===== config.mk =====
export PLATFORM = sky130hd
export DESIGN_NAME = player_jump_ctrl
export DESIGN_NICKNAME = d
export VERILOG_FILES = /design/src/rtl/player_jump_ctrl.sv
export SDC_FILE = /design/constraint.sdc
export NUM_CORES = 1
export LEC_CHECK = 0
export BUFFER_PORTS_ARGS = -buffer_cell sky130_fd_sc_hd__buf_2
export CAP_MARGIN = 25
export CORE_MARGIN = 2
export CORE_UTILIZATION = 40
export CTS_BUF_LIST = sky130_fd_sc_hd__clkbuf_2
export DETAILED_ROUTE_END_ITERATION = 7
export SLEW_MARGIN = 20
export SYNTH_ARGS = -nofsm -noshare
export SYNTH_HDL_FRONTEND = slang
export SYNTH_SLANG_ARGS = --single-unit
export TNS_END_PERCENT = 10

===== constraint.sdc =====
create_clock -name clk -period 5.34 [get_ports clk]
set_clock_uncertainty 0.2 [all_clocks]
set_input_delay 0.267 -clock clk [delete_from_list [all_inputs] [get_ports clk]]
set_output_delay 0.267 -clock clk [all_outputs]
set_load 0.05 [all_outputs]

===== src/rtl/player_jump_ctrl.sv =====
// Player vertical-motion controller: owns player_y, the ground/rise/fall/dead
// state machine, floor landing and death detection, and produces the
// time_gap / hit_ceiling pair that drives floor scrolling.
// Optional build macro: DOUBLE_JUMP_EN (one extra jump per airborne period).
module player_jump_ctrl #(
  parameter int unsigned PLAYER_SIZE  = 20,
  parameter int unsigned FLOOR_HALF_W = 50,
  parameter int unsigned CEIL_Y       = 40,
  parameter int unsigned START_Y      = 310,
  parameter int unsigned BOTTOM_Y     = 479,
  parameter int unsigned APEX_GAP     = 320
) (
  input  logic       clk,
  input  logic       rst,
  input  logic       tick,
  input  logic       jump_btn,
  input  logic [9:0] player_x,
  input  logic [9:0] floor_pos_x0,
  input  logic [9:0] floor_pos_x1,
  input  logic [9:0] floor_pos_x2,
  input  logic [9:0] floor_pos_x3,
  input  logic [9:0] floor_pos_y0,
  input  logic [9:0] floor_pos_y1,
  input  logic [9:0] floor_pos_y2,
  input  logic [9:0] floor_pos_y3,
  input  logic [3:0] enable,
  output logic [9:0] player_y,
  output logic [8:0] time_gap,
  output logic       hit_ceiling,
  output logic       on_floor,
  output logic       dead,
  output logic [1:0] floor_idx
);

  localparam logic [1:0] ST_GROUND = 2'd0;
  localparam logic [1:0] ST_RISE   = 2'd1;
  localparam logic [1:0] ST_FALL   = 2'd2;
  localparam logic [1:0] ST_DEAD   = 2'd3;

  localparam logic [10:0] SIZE11   = 11'(PLAYER_SIZE);
  localparam logic [10:0] HALF11   = 11'(FLOOR_HALF_W);
  localparam logic [10:0] BOTTOM11 = 11'(BOTTOM_Y);
  localparam logic [9:0]  SIZE10   = 10'(PLAYER_SIZE);
  localparam logic [9:0]  CEIL10   = 10'(CEIL_Y);
  localparam logic [9:0]  START10  = 10'(START_Y);
  localparam logic [8:0]  APEX9    = 9'(APEX_GAP);

  logic [1:0]  state;
  logic [9:0]  fx [4];
  logic [9:0]  fy [4];
  logic [10:0] left_edge [4];
  logic [10:0] right_edge [4];
  logic [3:0]  x_ovl;
  logic [3:0]  support;
  logic        land_any;
  logic [1:0]  land_idx;
  logic        rise_due;
  logic        fall_due;
  logic [10:0] fall_y;
  logic [8:0]  gap_inc;
`ifdef DOUBLE_JUMP_EN
  logic        dj_used;
`endif

  assign fx[0] = floor_pos_x0;
  assign fx[1] = floor_pos_x1;
  assign fx[2] = floor_pos_x2;
  assign fx[3] = floor_pos_x3;
  assign fy[0] = floor_pos_y0;
  assign fy[1] = floor_pos_y1;
  assign fy[2] = floor_pos_y2;
  assign fy[3] = floor_pos_y3;

  // Per-floor horizontal overlap and full landing contact, in 11-bit sums.
  // Ground keeps only the x/enable part so a scrolling floor drags the player.
  always_comb begin
    for (int unsigned i = 0; i < 4; i++) begin
      left_edge[i]  = ({1'b0, fx[i]} < HALF11) ? '0 : ({1'b0, fx[i]} - HALF11);
      right_edge[i] = {1'b0, fx[i]} + HALF11;
      x_ovl[i]      = enable[i]
                      && (({1'b0, player_x} + SIZE11 - 11'd1) >= left_edge[i])
                      && ({1'b0, player_x} <= right_edge[i]);
      support[i]    = x_ovl[i] && (({1'b0, player_y} + SIZE11) == {1'b0, fy[i]});
    end
  end

  // Lowest-index supporting floor wins.
  always_comb begin
    land_any = |support;
    land_idx = 2'd0;
    if (support[3]) land_idx = 2'd3;
    if (support[2]) land_idx = 2'd2;
    if (support[1]) land_idx = 2'd1;
    if (support[0]) land_idx = 2'd0;
  end

  // Rise slows and fall speeds up as time_gap grows.
  always_comb begin
    if (time_gap < 9'd80)       rise_due = 1'b1;
    else if (time_gap < 9'd160) rise_due = (time_gap[0] == 1'b0);
    else if (time_gap < 9'd240) rise_due = (time_gap[1:0] == 2'b00);
    else                        rise_due = (time_gap[2:0] == 3'b000);

    if (time_gap < 9'd80)       fall_due = (time_gap[2:0] == 3'b000);
    else if (time_gap < 9'd160) fall_due = (time_gap[1:0] == 2'b00);
    else if (time_gap < 9'd240) fall_due = (time_gap[0] == 1'b0);
    else                        fall_due = 1'b1;

    fall_y  = {1'b0, player_y} + (fall_due ? 11'd1 : 11'd0);
    gap_inc = (time_gap == 9'd511) ? time_gap : time_gap + 9'd1;
  end

  // Game-step state machine; everything holds when tick is low.
  always_ff @(posedge clk) begin
    if (rst) begin
      state     <= ST_GROUND;
      player_y  <= START10;
      time_gap  <= '0;
      floor_idx <= '0;
`ifdef DOUBLE_JUMP_EN
      dj_used   <= 1'b0;
`endif
    end else if (tick) begin
      case (state)
        ST_GROUND: begin
          if (jump_btn) begin
            state    <= ST_RISE;
            time_gap <= 9'd1;
          end else if (!x_ovl[floor_idx]) begin
            state    <= ST_FALL;
            time_gap <= 9'd1;
          end else begin
            time_gap <= '0;
            player_y <= fy[floor_idx] - SIZE10;
          end
        end
        ST_RISE: begin
          if (time_gap >= APEX9) begin
            state    <= ST_FALL;
            time_gap <= 9'd1;
          end else begin
            if (rise_due && (player_y > CEIL10)) player_y <= player_y - 10'd1;
            time_gap <= time_gap + 9'd1;
          end
        end
        ST_FALL: begin
          if (land_any) begin
            state     <= ST_GROUND;
            floor_idx <= land_idx;
            time_gap  <= '0;
`ifdef DOUBLE_JUMP_EN
            dj_used   <= 1'b0;
          end else if (jump_btn && !dj_used) begin
            state    <= ST_RISE;
            time_gap <= 9'd1;
            dj_used  <= 1'b1;
`endif
          end else begin
            player_y <= fall_y[9:0];
            time_gap <= gap_inc;
            if ((fall_y + SIZE11 - 11'd1) > BOTTOM11) state <= ST_DEAD;
          end
        end
        default: begin
          state <= ST_DEAD;
        end
      endcase
    end
  end

  assign hit_ceiling = (state == ST_RISE) && (player_y <= CEIL10) && (time_gap < APEX9);
  assign on_floor    = (state == ST_GROUND);
  assign dead        = (state == ST_DEAD);

endmodule


==> out/metrics.cfg <==
[cts]
numCtsBuffers = 3
clk_pin_slew_worst_paths_ns = 0.22
cts_hold_buf = 0
cts.sinks = 23
htree_levels = 1
clk_latency_ns = 0.38
clock_path_buffers = 2
tritoncts = built
cts.repair.resized = 0
clockRootBuffer = clkbuf_2
cts_setup_buffers = 0

[power_and_ir_drop]
p_leak_nw = 3.13
max-vdd-ir-drop_uv = 155
p_per_area_mw_per_mm2 = 180

[layout]
diodes = 0
fillers = 1748
drive_above_1_share = 0.170
fin_cells = 1169
final_nets = 1162
fin_util = 0.455
multi_input_area_mm2 = 0.00573
regArea_um2 = 460
synthToLayoutAreaGrowth_pct = 10.2

[timing]
finalSetupViolCount = 0
final.period_utilization = 0.753
slew_headroom = 0.371
fmax_mhz = 249
worst_pin_slew_ns = 0.942
period_needed_ns = 4.02
timing.hold.ws_ns = 0.0508
rsz0062_at_grt = no
finalHoldViolCount = 0
drv_slew = 0
tns_ns = 0

[worst_setup_path]
arrival_ns = 4.09
slowest_delay_ns = 0.65
crit_type = primary input to register
cp_data_required_time_ns = 5.41
crit_path_cell_trace = buf_2 > inv_1 > ha_1 > nor2_1 > o21ai_0 > xnor2_1 > ha_1 > and4_1 > o21ai_0 > o221ai_1 > a22o_1 > nand2_1 > mux4_2 > a221oi_4 > mux2i_1 > nand2_1
path_buf_inv = 2
cpMaxStageDelayCell = a221oi_4
cp_max_fo = 13
endpoint_kind = register
cpLargestDelayFamily = compound AO/OA/AOI/OAI gates
start_kind = primary input

[yosys]
yosys.area.top_type = ha_1
syn_nets = 1079
synth_top_area_frac = 0.208
netlist_top_cells_area = ha_1 21%, xnor2_1 9.9%, dfxtp_1 7.0%
syn_avg_cell_area_um2 = 7.58
async_flop_share = 0
synthFlopType = dfxtp_1
synth_edf_count = 0
synth.most_common_cell = ha_1
ys_ff_latch = 23
yosys_warnings = 0
synth-seq-area-share = 0.0697
synth_area_mm2 = 0.00660
synthCells = 871
yosys-top-cells-count = 110 x ha_1, 101 x nand2_1, 75 x xnor2_1, 60 x nor2_1, 49 x a21oi_1
yosysUniqueCellTypes = 77

[die]
dieWidth_um = 132
io_pins = 122
rows = 46
die-area_mm2 = 0.0176
die_h_um = 132
initial_core_util = 0.413
core-area_mm2 = 0.0160

[grt]
grt_pass1_vias = 6181
grtUsageTotal = 0.214
gr-total-overflow = 0
grt_max_degree = 24
grt_first_pass_wirelength_mm = 31.3
grt_antenna_before_repair = 0

[route]
drt-total-wl_mm = 19.3
wl_per_cell_um = 16.5
drc_errors = 0
dr.first_iter.drc_count = 301
vias = 6473
dr.pass1.iters = 6
ant_nets = 0
avgViaCountPerCell = 5.54

[status]
outcome = complete, no violations

[placed_design]
dp_hpwl_mm = 15.9
dp_cells = 1165
gp_congestion = 0.847
numPortBuffers = 121

[run]
maxCapViolCount = 0

[worst_hold_path]
hp-class = primary input to register

cell families after synthesis:
group           count (synthesis)  share of synthesized area
buf+inv                        90                     0.0620
flops                          23                     0.0697
xor+xnor                      119                      0.165
compound gates                191                      0.200
simple gates                  318                      0.243
fa+ha+maj                     110                      0.208
mux                            20                     0.0519
worst paths after layout:
kind / from / to / slack, ns / cells after the start
worst max-delay path: player_x[0] / player_y[4] / 1.32 / 16
worst min-delay path: rst / player_y[3] / 0.05 / 2
worst max register to register: time_gap[4] / state[0] / 1.34 / 16
worst min register to register: time_gap[1] / time_gap[1] / 0.35 / 2
per-stage QoR:
stage	total power [W]	worst slack [ns]	cell area, µm²
after floorplan	0.000985	1.59	6600
after global placement	0.00122	0.995	7250
after detailed placement	0.00122	0.899	7250
after CTS	0.00131	1.29	7270
after global routing	0.00144	0.911	7270
final	0.00131	1.32	7270
sequential cells by signal, indices dropped and copies added, names as in the netlist:
name       count
floor_idx      2
time_gap       9
player_y      10
state          2
per-layer routing:
metal,part of all wire,global-route usage
met4,0.0095,0.0299
met3,0.049,0.0245
met1,0.47,0.291
met5,0,0
met2,0.47,0.371
layout by cell type, fill, tap and decap left out, types with 16 or more instances in the layout:
cell type    n
nor2_1      60
ha_1       110
nand2_1    101
nand2b_1    17
xnor2_1     75
dfxtp_1     23
a21oi_1     49
inv_1       43
o21ai_0     45
nand4_1     32
xor2_1      40
nand3_1     23
buf_2      121
nor3_1      16
where the power goes:
group          internal (W)  leakage (nW)  switching, W
clock             0.0000198        0.0166     0.0000612
combinational      0.000392          2.93      0.000590
sequential         0.000191         0.187     0.0000549
area by class of cell:
class | count | area share
Multi-Input combinational cell | 758 | 0.788
Clock buffer | 4 | 0.00275
Inverter | 45 | 0.0232
Sequential cell | 23 | 0.0633
Tap cell | 216 | 0.0372
Timing Repair Buffer | 123 | 0.0853
(Power assumes the default switching activity.)
